===== src/rtl/qpu_exu_bjp_commit_if.sv =====
// qpu_exu_bjp_commit_if: commit, flush-redirect and predictor-update signals of the branch commit unit
interface qpu_exu_bjp_commit_if #(parameter int PC_W = 32);
  logic            cmt_i_valid;
  logic            cmt_i_ready;
  logic            cmt_i_prdt;
  logic            cmt_i_rslv;
  logic [PC_W-1:0] cmt_i_pc;
  logic [PC_W-1:0] cmt_i_imm;
  logic            flush_o_valid;
  logic            flush_o_ready;
  logic [PC_W-1:0] flush_o_pc;
  logic            upd_o_valid;
  logic [PC_W-1:0] upd_o_pc;
  logic            upd_o_taken;
  modport master (
    output cmt_i_valid, cmt_i_prdt, cmt_i_rslv, cmt_i_pc, cmt_i_imm, flush_o_ready,
    input  cmt_i_ready, flush_o_valid, flush_o_pc, upd_o_valid, upd_o_pc, upd_o_taken
  );
  modport slave (
    input  cmt_i_valid, cmt_i_prdt, cmt_i_rslv, cmt_i_pc, cmt_i_imm, flush_o_ready,
    output cmt_i_ready, flush_o_valid, flush_o_pc, upd_o_valid, upd_o_pc, upd_o_taken
  );
endinterface


===== src/rtl/qpu_exu_bjp_commit.sv =====
// qpu_exu_bjp_commit: branch commit, mispredict flush/redirect, predictor update and statistics
module qpu_exu_bjp_commit #(
  parameter int PC_W        = 32,
  parameter int INSTR_BYTES = 4,
  parameter int CNT_W       = 16
) (
  input  logic                    clk,
  input  logic                    rst,
  qpu_exu_bjp_commit_if.slave     bus,
  input  logic                    cnt_clr,
  output logic [CNT_W-1:0]        cnt_br,
  output logic [CNT_W-1:0]        cnt_mis
);
  typedef enum logic {IDLE, FLUSH} state_t;
  state_t            state_q, state_d;
  logic [PC_W-1:0]   flush_pc_q, flush_pc_d, upd_pc_q, upd_pc_d, target;
  logic              upd_valid_q, upd_valid_d, upd_taken_q, upd_taken_d, acc, mis;
  logic [CNT_W-1:0]  cnt_br_q, cnt_br_d, cnt_mis_q, cnt_mis_d;
  assign bus.cmt_i_ready   = state_q == IDLE;
  assign bus.flush_o_valid = state_q == FLUSH;
  assign bus.flush_o_pc    = flush_pc_q;
  assign bus.upd_o_valid   = upd_valid_q;
  assign bus.upd_o_pc      = upd_pc_q;
  assign bus.upd_o_taken   = upd_taken_q;
  assign cnt_br            = cnt_br_q;
  assign cnt_mis           = cnt_mis_q;
  // accept/mispredict decode, redirect target, next state, update pulse and saturating counters
  always_comb begin
    acc         = bus.cmt_i_valid && state_q == IDLE;
    mis         = bus.cmt_i_prdt ^ bus.cmt_i_rslv;
    target      = bus.cmt_i_pc + (bus.cmt_i_rslv ? bus.cmt_i_imm : PC_W'(INSTR_BYTES));
    state_d     = state_q == IDLE ? ((acc && mis) ? FLUSH : IDLE)
                                  : (bus.flush_o_ready ? IDLE : FLUSH);
    flush_pc_d  = (acc && mis) ? target : flush_pc_q;
    upd_valid_d = acc;
    upd_pc_d    = acc ? bus.cmt_i_pc : upd_pc_q;
    upd_taken_d = acc ? bus.cmt_i_rslv : upd_taken_q;
    cnt_br_d    = cnt_clr ? '0 : (acc && !(&cnt_br_q)) ? cnt_br_q + 1'b1 : cnt_br_q;
    cnt_mis_d   = cnt_clr ? '0 : (acc && mis && !(&cnt_mis_q)) ? cnt_mis_q + 1'b1 : cnt_mis_q;
  end
  // state registers, async-cleared so a pending redirect is dropped on reset
  always_ff @(posedge clk or posedge rst) begin
    if (rst) begin
      state_q     <= IDLE;
      flush_pc_q  <= '0;
      upd_valid_q <= 1'b0;
      upd_pc_q    <= '0;
      upd_taken_q <= 1'b0;
      cnt_br_q    <= '0;
      cnt_mis_q   <= '0;
    end else begin
      state_q     <= state_d;
      flush_pc_q  <= flush_pc_d;
      upd_valid_q <= upd_valid_d;
      upd_pc_q    <= upd_pc_d;
      upd_taken_q <= upd_taken_d;
      cnt_br_q    <= cnt_br_d;
      cnt_mis_q   <= cnt_mis_d;
    end
  end
endmodule


===== src/flat_wrapper.sv =====
// flat-port wrapper written by rule: the top's interface ports become plain ports
module qpu_exu_bjp_commit_flat 
#(
  parameter int PC_W        = 32,
  parameter int INSTR_BYTES = 4,
  parameter int CNT_W       = 16
)
  (clk, rst, cnt_clr, cnt_br, cnt_mis, bus_cmt_i_valid, bus_cmt_i_prdt, bus_cmt_i_rslv, bus_cmt_i_pc, bus_cmt_i_imm, bus_flush_o_ready, bus_cmt_i_ready, bus_flush_o_valid, bus_flush_o_pc, bus_upd_o_valid, bus_upd_o_pc, bus_upd_o_taken);
  qpu_exu_bjp_commit_if #(.PC_W(PC_W)) bus_i ();
  input  logic clk;
  input  logic rst;
  input  logic cnt_clr;
  output logic [CNT_W-1:0] cnt_br;
  output logic [CNT_W-1:0] cnt_mis;
  input wire logic [$bits(bus_i.cmt_i_valid)-1:0] bus_cmt_i_valid;
  input wire logic [$bits(bus_i.cmt_i_prdt)-1:0] bus_cmt_i_prdt;
  input wire logic [$bits(bus_i.cmt_i_rslv)-1:0] bus_cmt_i_rslv;
  input wire logic [$bits(bus_i.cmt_i_pc)-1:0] bus_cmt_i_pc;
  input wire logic [$bits(bus_i.cmt_i_imm)-1:0] bus_cmt_i_imm;
  input wire logic [$bits(bus_i.flush_o_ready)-1:0] bus_flush_o_ready;
  output wire logic [$bits(bus_i.cmt_i_ready)-1:0] bus_cmt_i_ready;
  output wire logic [$bits(bus_i.flush_o_valid)-1:0] bus_flush_o_valid;
  output wire logic [$bits(bus_i.flush_o_pc)-1:0] bus_flush_o_pc;
  output wire logic [$bits(bus_i.upd_o_valid)-1:0] bus_upd_o_valid;
  output wire logic [$bits(bus_i.upd_o_pc)-1:0] bus_upd_o_pc;
  output wire logic [$bits(bus_i.upd_o_taken)-1:0] bus_upd_o_taken;
  assign bus_i.cmt_i_valid = bus_cmt_i_valid;
  assign bus_i.cmt_i_prdt = bus_cmt_i_prdt;
  assign bus_i.cmt_i_rslv = bus_cmt_i_rslv;
  assign bus_i.cmt_i_pc = bus_cmt_i_pc;
  assign bus_i.cmt_i_imm = bus_cmt_i_imm;
  assign bus_i.flush_o_ready = bus_flush_o_ready;
  assign bus_cmt_i_ready = bus_i.cmt_i_ready;
  assign bus_flush_o_valid = bus_i.flush_o_valid;
  assign bus_flush_o_pc = bus_i.flush_o_pc;
  assign bus_upd_o_valid = bus_i.upd_o_valid;
  assign bus_upd_o_pc = bus_i.upd_o_pc;
  assign bus_upd_o_taken = bus_i.upd_o_taken;
  qpu_exu_bjp_commit #(.PC_W(PC_W), .INSTR_BYTES(INSTR_BYTES), .CNT_W(CNT_W)) u_core (.clk(clk), .rst(rst), .bus(bus_i), .cnt_clr(cnt_clr), .cnt_br(cnt_br), .cnt_mis(cnt_mis));
endmodule

===== config.mk =====
export PLATFORM = sky130hd
export DESIGN_NAME = qpu_exu_bjp_commit_flat
export DESIGN_NICKNAME = d
export VERILOG_FILES = /design/src/rtl/qpu_exu_bjp_commit_if.sv /design/src/rtl/qpu_exu_bjp_commit.sv /design/src/flat_wrapper.sv
export SDC_FILE = /design/constraint.sdc
export NUM_CORES = 1
export LEC_CHECK = 0
export ABC_AREA = 1
export CAP_MARGIN = 20
export CORE_MARGIN = 2
export CORE_UTILIZATION = 46
export DETAILED_ROUTE_END_ITERATION = 10
export PLACE_DENSITY_LB_ADDON = 0.3
export SYNTH_ARGS = -nofsm -noshare
export SYNTH_HDL_FRONTEND = slang
export SYNTH_SLANG_ARGS = --single-unit

===== constraint.sdc =====
create_clock -name clk -period 3.2 [get_ports clk]
set_input_delay 0.64 -clock clk [delete_from_list [all_inputs] [get_ports clk]]
set_output_delay 0.64 -clock clk [all_outputs]
set_load 0.05 [all_outputs]

After elaboration in Yosys (flattened, before gate mapping)
Index checks and enable logic that the tools add are counted.
{ "word_totals": {"out_inout_bits": 100, "regBits": 99, "in_bits": 71, "wordCells": 30} }
{ "op_classes": {"n_addsub": 3, "n_bitwise": 2, "mux": 8, "reduce_logical": 10} }
{ "ops": {"columns": ["cell", "count"], "rows": [
  ["$mux 16", 4],
  ["$add 16x1->16 const B", 2],
  ["$add 32x32->32", 1],
  ["$mux 32", 1],
  ["$reduce_and 16->1", 2],
  ["$logic_and 1x1->1", 4],
  ["$reduce_bool 2->1", 2],
  ["$mux 1", 3],
  ["$logic_not 1->1", 2],
  ["$not 1->1", 1],
  ["$xor 1x1->1", 1]
]} }

Logic depth before layout (Yosys ltp)
Gate-level depths: netlist of run 1.
{ "logic_depth": {"depth_word": 6, "ltp_mapped": 17, "ltp_nobuf": 15} }

Least setup slack after synthesis of run 1
Ideal clock, no wire load.
{ "synth_timing": {"path_kind": "in2reg", "startpoint": "input port bus_cmt_i_rslv", "endpoint": "register u_core.flush_pc_q[30], in the netlist u_core.bus.flush_o_pc[30]", "setup_ns": 0.118, "path_slack_ns": 0.654, "arrival_time_ns": 2.429, "t_required_ns": 3.082, "path_buffers": 2, "stages": 16, "path_cell_list": "buf_4 > clkbuf_1 > nand2_1 > inv_1 > ha_1 > fa_1 > nand3_1 > nand3_1 > nand2_1 > nand2_1 > nand2_1 > nand2_1 > nand2_1 > nand3_1 > nand3_1 > nand2_1"} }
{ "synth_via": {"elab_chain_len": 2, "elab_cells_between_ends": 4, "cone_classes": "1 x add/sub; 1 x mux; 1 x bitwise; 1 x reduce/logical"} }
{ "synth_rtl": {"columns": ["element", "line", "text"], "rows": [
  ["from (decl)", "flat_wrapper.sv:17", "input wire logic [$bits(bus_i.cmt_i_rslv)-1:0] bus_cmt_i_rslv;"],
  ["$mux 32 or $xor 1x1->1 (tied branches)", "qpu_exu_bjp_commit.sv:31, qpu_exu_bjp_commit.sv:30", null],
  ["$add 32x32->32 or $logic_and 1x1->1 (tied branches)", "qpu_exu_bjp_commit.sv:31, qpu_exu_bjp_commit.sv:34", null],
  ["to (signal assigned)", "qpu_exu_bjp_commit.sv:53", "flush_pc_q <= flush_pc_d;"],
  ["to (decl)", "qpu_exu_bjp_commit.sv:16", "logic [PC_W-1:0] flush_pc_q, flush_pc_d, upd_pc_q, upd_pc_d, target;"]
]} }
Several ways; a longest one is shown, not always the timed one.
A chain may end at the register's enable or synchronous reset.

Worst setup path after layout of run 1
{ "layout_timing": {"startpoint": "input port bus_cmt_i_rslv", "endpoint": "register u_core.flush_pc_q[29], in the netlist u_core.bus.flush_o_pc[29]"} }
Same word-level chain as after synthesis.

==> flow_summary.toml, run 1 <==
[finish]
drive_gt1_share_pct = 5.31
postLayoutCoreUtil_pct = 61.2
nets = 1345
diodes = 0
areaGrowthSynthToFinish_pct = 31.6

[run_status]
status = "completed"

[clock_tree]
cts_tree = "done"
cts_sinks = 99
cts_buffers = 9
cts_resized = 0
hold_buffers = 0
clk_latency_ns = 0.36
ctsHtreeMaxLevel = 3
cts_buffer_depth = 2
clkTransAtPathRegs_ns = 0.07
root_buffer = "clkbuf_16"
post_cts_buffers = 0

[timing]
worst_pin_slew_ns = 0.810
fin_ws_ns = 0.274
finalCritPeriodShare_pct = 91.5
setup_viol = 0
hold_viol = 0
max_slew_margin_pct = 46.0
fin_worst_skew_ns = 0.00677
fmax_ghz = 0.342
fin_crit_ns = 2.93
finalMaxSlewViolations = 0
fin_tns_setup_ns = 0
hold_slack_ns = 0.479
rsz0062_at_grt = "no"

[global_route]
grtUsageMet3_pct = 3.27
met1_usage_pct = 34.3
antenna_found_initial = 0
grt-busiest-layer = "met2"
grt_pass1_vias = 6529
grt_max_degree = 64
grt_pass1_wl_um = 32700
gr-usage-all-layers_pct = 25.2
grt-ovfl-total = 0
grt_use_met2_pct = 42.3

[drt]
routedWlPerCell_um = 13.8
dr.pass1.iters = 5
finalWirelength_um = 19800
drc = 0
first_iter_violations = 540
via_count = 7066
avgViaCountPerCell = 4.93
drtAntennaViolNets = 0

[power_and_ir_drop]
finalPower_mw = 4.77
powerDensity_mw_per_mm2 = 519
ir_drop_v = 0.000366
power.leakage_nw = 4.94

[synth]
ys_seq_area_share_pct = 35.5
yosys.area.top_type_share_pct = 35.5
ys.flop_type = "dfrtp_1"
syn_inst = 1068
async_reset_ff_share_pct = 100
ys_top_cells_by_area = "dfrtp_1, nand2_1, inv_1"
synthDistinctLibCells = 39
synth.ff_latch_count = 99
synth_nets = 1174
synth_enable_flop_cells = 0
syn-cell-area_mm2 = 0.00699
syn_avg_cell_area_um2 = 6.54
synth_largest_area_cell = "dfrtp_1"
synth_warnings = 0

[critical_path]
worst-setup-path-type = "input port to register"
cp-end-kind = "register"
critPathRequiredTime_ns = 3.45
cp_max_fo = 30
start_kind = "input port"
arrival_ns = 3.18

[floorplanning]
placementRows = 45
initial_core_util_pct = 46.5
dieWidth_um = 127
io-pin-count = 171
dieArea_mm2 = 0.0162
die_y_um = 127
core-area_mm2 = 0.0150

[place]
dp_slack_ns = -0.0616
dpl.hpwl_um = 15300
portBuffers = 170
place_congestion = 0.969

[flow_run]
drv_cap = 0

[hold_path]
hold_path.class = "register to register"
-- final timing paths --
check / startpoint / to / slack, ns / depth (start not counted)
worst max-delay path: bus_cmt_i_rslv / u_core.bus.flush_o_pc[29]$_DFFE_PP0P_ / 0.27 / 14
worst min-delay path: u_core.bus.upd_o_pc[12]$_DFFE_PP0P_ / u_core.bus.upd_o_pc[12]$_DFFE_PP0P_ / 0.48 / 2
worst max register to register: u_core.cnt_mis[0]$_DFFE_PP0P_ / u_core.cnt_mis[7]$_DFFE_PP0P_ / 1.33 / 9
worst min register to register: u_core.bus.upd_o_pc[12]$_DFFE_PP0P_ / u_core.bus.upd_o_pc[12]$_DFFE_PP0P_ / 0.48 / 2
max in group asynchronous: rst / u_core.bus.upd_o_pc[21]$_DFFE_PP0P_ / 1.76 / 3
min in group asynchronous: rst / u_core.bus.upd_o_pc[10]$_DFFE_PP0P_ / 0.77 / 3
-- cell families (layout without fill, tap and decap cells) --
group                      count (synthesis)  in the layout  synth area share [%]
DFF                                       99             99                  35.5
and+or+nand+nor                          660            660                  39.6
xor gates and xnor gates                  19             19                  2.38
AOI/OAI and AO/OA                         65             65                  5.60
buffers and inverters                    190            366                  10.6
adders and majority gates                 35             35                  6.37
-- report_power, final --
group	switching, mW	internal (mW)	leakage [nW]
clock	0.516	0.555	0.140
sequential	0.132	1.47	1.27
combinational	1.42	0.689	3.53
-- registers in the layout, summed over array words and instances, names as in the netlist --
| name | cells |
|---|---|
| u_core.cnt_br | 16 |
| u_core.bus.upd_o_valid | 1 |
| u_core.cnt_mis | 16 |
| u_core.bus.upd_o_pc | 32 |
| u_core.bus.flush_o_valid | 1 |
| u_core.bus.upd_o_taken | 1 |
| u_core.bus.flush_o_pc | 32 |
-- cell usage after synthesis (3+ instances only) --
cell type / count
nand2_1: 456
inv_1: 164
dfrtp_1: 99
nor2_1: 76
nand3_1: 60
ha_1: 34
a21oi_1: 30
xor2_1: 15
nand4_1: 14
nor3_1: 13
o21ai_2: 10
nand3b_1: 9
clkbuf_1: 8
o21ai_1: 8
o21ai_0: 7
or2_2: 7
nand2_2: 6
nor4_1: 6
buf_1: 5
buf_2: 5
inv_2: 5
xnor2_1: 4
o21bai_1: 3
-- cells in the final DEF, fill, tap and decap left out, types with 6 or more instances in the layout --
cell type,count
nand2_1,456
clkdlybuf4s50_1,170
inv_1,163
dfrtp_1,99
nor2_1,76
nand3_1,60
ha_1,34
a21oi_1,30
xor2_1,15
nand4_1,14
nor3_1,13
o21ai_2,10
buf_4,10
nand3b_1,9
clkbuf_16,9
o21ai_1,8
o21ai_0,7
or2_2,7
nand2_2,6
nor4_1,6
-- cell type report --
class	instances	area, um2
clock buffers	11	243
flip-flops and latches	99	2480
multi-input cells	779	3770
clock inverters	5	36.3
repair buffers	181	1800
fillers	1476	5830
inverters	169	638
well taps	188	235
-- metrics by stage --
stage | instances | instance area, um2
floorplan | 1068 | 6990
global placement | 1416 | 8920
detailed placement | 1416 | 8920
CTS | 1432 | 9200
global route | 1432 | 9200
finish | 1432 | 9200
-- metal layers --
layer | vias up | wire length (um)
met3 | 22 | 934
met2 | 195 | 9260
met1 | 3211 | 9280
met4 | 0 | 315
li1 | 3638 | -
met5 | - | 0
-- worst max-delay path, stage by stage --
cell,delay [ns]
clkdlybuf4s50_1,0.52
buf_12,0.22
nand2_1,0.07
inv_1,0.04
ha_1,0.35
nand2_1,0.18
nor2_1,0.21
nand2_1,0.13
nor4_1,0.33
nand2_1,0.20
nand2_1,0.10
nand2_1,0.05
nand3_1,0.07
nand2_1,0.05
Power figures use the tool's default switching activity.
==> inputs of run 2 (changes only) <==
SETUP_SLACK_MARGIN = 0.4   (was default)
==> flow_summary.toml, run 2 (synthesized netlist as in run 1, its figures left out) <==
[run_status]
status = "completed"

[timing]
fin_crit_ns = 2.48
max_slew_margin_pct = 45.7
finalMaxSlewViolations = 0
fin_ws_ns = 0.718
rsz0062_at_grt = "no"
fmax_ghz = 0.403
finalCritPeriodShare_pct = 77.6
setup_viol = 0
fin_tns_setup_ns = 0
worst_pin_slew_ns = 0.814
fin_worst_skew_ns = 0.00582
hold_slack_ns = 0.478
hold_viol = 0

[finish]
drive_gt1_share_pct = 6.18
layout_commonest_cell = "nand2_1"
areaGrowthSynthToFinish_pct = 32.5
seqCellArea_mm2 = 0.00248
final_cell_mix = "nand2_1, clkdlybuf4s50_1, inv_1, dfrtp_1, nor2_1"
multi_input_area_mm2 = 0.00381
nFillCells = 1465
diodes = 0
postLayoutCoreUtil_pct = 61.6
nets = 1346
stdcell_count = 1433

[global_route]
grt_pass1_vias = 6538
antenna_found_initial = 0
grt_use_met2_pct = 42.3
met1_usage_pct = 34.3
grt_max_degree = 64
gr-usage-all-layers_pct = 25.2
grt-busiest-layer = "met2"
grt-ovfl-total = 0
grt_pass1_wl_um = 32700
grtUsageMet3_pct = 3.27

[place]
dp_cells = 1416
portBuffers = 170
dpl.hpwl_um = 15300
dp_slack_ns = -0.0616
place_congestion = 0.969

[hold_path]
hold_path.class = "register to register"

[clock_tree]
cts_buffers = 9
cts_buffer_depth = 2
root_buffer = "clkbuf_16"
clkTransAtPathRegs_ns = 0.07
cts_tree = "done"
clk_latency_ns = 0.35
cts_sinks = 99
ctsHtreeMaxLevel = 3

[power_and_ir_drop]
power.leakage_nw = 4.97
clkPwrFrac_pct = 22.4
power.share.combinational_pct = 44.2
power_frac_seq_pct = 33.4
p_sw_mw = 2.07
internal_power_mw = 2.72
ir_drop_v = 0.000366
p_sw_share_pct = 43.3
powerDensity_mw_per_mm2 = 517

[floorplanning]
dieWidth_um = 127
dieArea_mm2 = 0.0162
die_y_um = 127
placementRows = 45
core-area_mm2 = 0.0150
initial_core_util_pct = 46.5
io-pin-count = 171

[critical_path]
cp_max_fo = 5
cp_slowest_cell = "clkdlybuf4s50_1"
path_cells = "clkdlybuf4s50_1, nand2_1, inv_1, ha_1, fa_1, nand3_1, nand3_1, nand3_1, nand3_2, nand2_1, nand3b_1, nand3_1, nand2_1"
start_kind = "input port"
critPathTopFamily = "simple AND/OR/NAND/NOR gates"
worst-setup-path-type = "input port to register"
arrival_ns = 2.73
critPathRequiredTime_ns = 3.44
slowest_delay_ns = 0.41
cp-end-kind = "register"
cp_common_cell = "nand3_1"
critPathBufInv = 2

[drt]
drc = 0
drtAntennaViolNets = 0
first_iter_violations = 467
routedWlPerCell_um = 14.0
finalWirelength_um = 20100
avgViaCountPerCell = 4.94
via_count = 7084
dr.pass1.iters = 5

[flow_run]
drv_cap = 0
==> run 2: metrics by stage <==
step | area (um2) | power (mW)
floorplan | 6990 | 2.97
global placement | 8920 | 3.70
detailed placement | 8920 | 3.72
CTS | 9210 | 4.80
global route | 9260 | 5.02
finish | 9260 | 4.78
==> run 2: worst register-to-register path, cell delays in order (launching register included) <==
cell and delay, ns:
dfrtp_1 0.43, ha_1 0.21, nand2_2 0.10, nor3_4 0.24, nand2_2 0.12, nor2_4 0.16
o21ai_2 0.16, buf_4 0.23, nand2_1 0.07, o21ai_2 0.05
==> run 2: cell type report <==
type | instances | area share (%)
well taps | 188 | 2.54
clock buffers | 11 | 2.62
repair buffers | 182 | 19.7
inverters | 169 | 6.89
multi-input cells | 779 | 41.1
flip-flops and latches | 99 | 26.7
clock inverters | 5 | 0.392
==> run 2: what timing repair did <==
item	CTS	global route
buffers inserted	0	0
resized for setup	1	10
endpoints found under the hold margin	0	0
setup endpoints to repair	1	14
cloned	0	1
hold buffers	0	0
==> run 2: layer usage <==
layer / wire length (um) / vias to the layer above
met5: 0 / -
met2: 9430 / 185
met4: 382 / 0
met3: 880 / 24
li1: - / 3642
met1: 9380 / 3233
==> run 2: path summary, 6_finish.rpt <==
| check | endpoint | start | slack, ns | depth (start not counted) |
|---|---|---|---|---|
| setup / recovery | u_core.bus.flush_o_pc[20]$_DFFE_PP0P_ | bus_cmt_i_imm[0] | 0.72 | 13 |
| hold / removal | u_core.bus.upd_o_pc[12]$_DFFE_PP0P_ | u_core.bus.upd_o_pc[12]$_DFFE_PP0P_ | 0.48 | 2 |
| setup reg to reg | u_core.cnt_mis[7]$_DFFE_PP0P_ | u_core.cnt_mis[0]$_DFFE_PP0P_ | 1.33 | 9 |
| hold reg to reg | u_core.bus.upd_o_pc[12]$_DFFE_PP0P_ | u_core.bus.upd_o_pc[12]$_DFFE_PP0P_ | 0.48 | 2 |
| max in group asynchronous | u_core.bus.flush_o_pc[14]$_DFFE_PP0P_ | rst | 1.75 | 3 |
| min in group asynchronous | u_core.bus.upd_o_pc[10]$_DFFE_PP0P_ | rst | 0.78 | 3 |
==> run 2: power by group through the flow <==
stage	Combinational [mW]	Sequential, mW	Clock [mW]
final	2.12	1.60	1.07
after global routing	2.25	1.63	1.14
after CTS	2.11	1.60	1.08
after detailed placement	2.11	1.61	0
after global placement	2.09	1.61	0
after floorplan	0.592	2.38	0
==> inputs of run 3 (changes only) <==
CORE_UTILIZATION = 50   (was 46)
clock period = 2.4 ns   (was 3.2 ns; I/O delays follow)
==> flow_summary.toml, run 3 (synthesized netlist as in run 1, its figures left out) <==
[critical_path]
crit_start = "bus_cmt_i_imm[22]"
r2r_slack_ns = 0.52
critPathTopFamily = "simple AND/OR/NAND/NOR gates"
critPathRequiredTime_ns = 2.65
rr_worst_depth = 10
cp_num_cells = 15
r2r_end = "u_core.cnt_mis[12]$_DFFE_PP0P_"
arrival_ns = 2.31
slowest_delay_ns = 0.40
path_cells = "clkdlybuf4s50_1, nand2_1, inv_1, ha_4, nand2_1, inv_2, nand2_2, inv_1, nand2_1, nor2_1, nand2_1, nand3_1, nand2_1, nand3_2, nand2_1"
critPathBufInv = 4
r2r_start = "u_core.cnt_mis[0]$_DFFE_PP0P_"
cp_slowest_cell = "clkdlybuf4s50_1"
cp_max_fo = 5
crit_path_end = "u_core.bus.flush_o_pc[26]$_DFFE_PP0P_"
cp-end-kind = "register"
cp_common_cell = "nand2_1"
worst-setup-path-type = "input port to register"
start_kind = "input port"

[global_route]
antenna_found_initial = 0
grt-ovfl-total = 0
grt_pass1_wl_um = 34000
grt_max_degree = 100
gr-usage-all-layers_pct = 28.7
grt_pass1_vias = 7144

[floorplanning]
initial_core_util_pct = 50.7
core-area_mm2 = 0.0138
die_y_um = 122
dieArea_mm2 = 0.0149
io-pin-count = 171
placementRows = 43
dieWidth_um = 122

[power_and_ir_drop]
power.leakage_nw = 6.21
ir_drop_v = 0.000423
powerDensity_mw_per_mm2 = 626

[clock_tree]
cts_buffer_depth = 2
cts_tree = "done"
ctsHtreeMaxLevel = 3
clkTransAtPathRegs_ns = 0.07
cts_buffers = 9
clk_latency_ns = 0.36
hold_buffers = 0
root_buffer = "clkbuf_16"
cts_sinks = 99

[timing]
fin_ws_ns = 0.345
rsz0062_at_grt = "yes"
hold_viol = 0
max_slew_margin_pct = 55.9
setup_viol = 0
finalCritPeriodShare_pct = 85.6
fin_crit_ns = 2.05
fmax_ghz = 0.487
worst_pin_slew_ns = 0.656
fin_worst_skew_ns = 0.00559
finalMaxSlewViolations = 0

[run_status]
status = "completed"

[place]
dpl.hpwl_um = 15800
portBuffers = 170
place_congestion = 0.932
dp_slack_ns = -0.379

[finish]
layout_commonest_cell = "nand2_1"
nFillCells = 973
final_cell_mix = "nand2_1, inv_1, dfrtp_1, dlygate4sd2_1, buf_4"
postLayoutCoreUtil_pct = 77.7
nets = 1412
drive_gt1_share_pct = 23.0
diodes = 0
areaGrowthSynthToFinish_pct = 53.2

[drt]
drtAntennaViolNets = 0
dr.pass1.iters = 8
first_iter_violations = 855
avgViaCountPerCell = 5.30
drc = 0
via_count = 7908
routedWlPerCell_um = 15.9
finalWirelength_um = 23700

[hold_path]
hold_path.class = "input port to register"

[flow_run]
drv_cap = 0
## run 3: cell types whose count changed in the layout (fill, tap and decap cells not counted), sizes merged
cell	delta
inv	-1
clkinvlp	+1
dlygate4sd2	+77
clkdlybuf4s15	+1
buf	+66
clkbuf	+1
dlymetal6s2s	+55
clkdlybuf4s50	-134
## run 3: cell type report
cell class                      count  area (um2)  area share (%)
Tap cell                          180         225            2.10
Clock inverter                      5        35.0           0.327
Sequential cell                    99        2480            23.1
Clock buffer                       11         253            2.36
Inverter                          169         638            5.96
Multi-Input combinational cell    779        4600            43.0
Timing Repair Buffer              248        2480            23.1
## run 3: worst register-to-register path, delay by kind of cell (launching register included)
| kind | cells | cell delay, ns |
|---|---|---|
| adders and majority gates | 1 | 0.22 |
| and+or+nand+nor | 8 | 0.99 |
| buffers and inverters | 1 | 0.15 |
| DFF | 1 | 0.43 |
## run 3: worst min-delay path by stage
stage	startpoint	end	cells past startpoint
2_1_floorplan	bus_flush_o_ready	u_core.bus.flush_o_valid$_DFF_PP0_	1
3_3_place_gp	u_core.bus.upd_o_pc[6]$_DFFE_PP0P_	u_core.bus.upd_o_pc[6]$_DFFE_PP0P_	2
4_1_cts	u_core.bus.flush_o_pc[5]$_DFFE_PP0P_	u_core.bus.flush_o_pc[5]$_DFFE_PP0P_	2
5_1_grt	bus_cmt_i_pc[3]	u_core.bus.upd_o_pc[3]$_DFFE_PP0P_	3
6_report	bus_cmt_i_pc[3]	u_core.bus.upd_o_pc[3]$_DFFE_PP0P_	3
3_5_place_dp	u_core.bus.flush_o_pc[21]$_DFFE_PP0P_	u_core.bus.flush_o_pc[21]$_DFFE_PP0P_	2
## run 3: metal layers
layer	track usage [%]	wire length, um
met4	10.7	782
met2	48.2	11600
met1	37.6	9570
met3	4.41	1770
met5	0	0
## run 3: repair_timing
action / CTS / global route
pin swaps: 19 / 82
endpoints found under the setup margin: 107 / 47
gates cloned: 1 / 2
buffers inserted: 1 / 12
endpoints found under the hold margin: 0 / 0
gates resized for setup: 108 / 194
## run 3: where the power goes
| group | total, mW | leakage (nW) | internal, mW | switching [mW] |
|---|---|---|---|---|
| Combinational | 3.12 | 4.80 | 1.02 | 2.11 |
| Sequential | 2.12 | 1.27 | 1.96 | 0.160 |
| Clock | 1.46 | 0.142 | 0.764 | 0.699 |
| Total | 6.70 | 6.21 | 3.74 | 2.97 |
## run 3: per-stage QoR
stage | TNS [ns] | total power, mW | cells | instance area (um2) | hold WS (ns)
global placement | -6.21 | 5.14 | 1459 | 9700 | 0.461
floorplan | 0 | 4.03 | 1068 | 7370 | 0.576
CTS | 0 | 6.51 | 1477 | 10000 | 0.481
global route | 0 | 7.00 | 1491 | 10700 | 0.437
detailed placement | -7.55 | 5.18 | 1459 | 9700 | 0.465
finish | 0 | 6.70 | 1491 | 10700 | 0.431
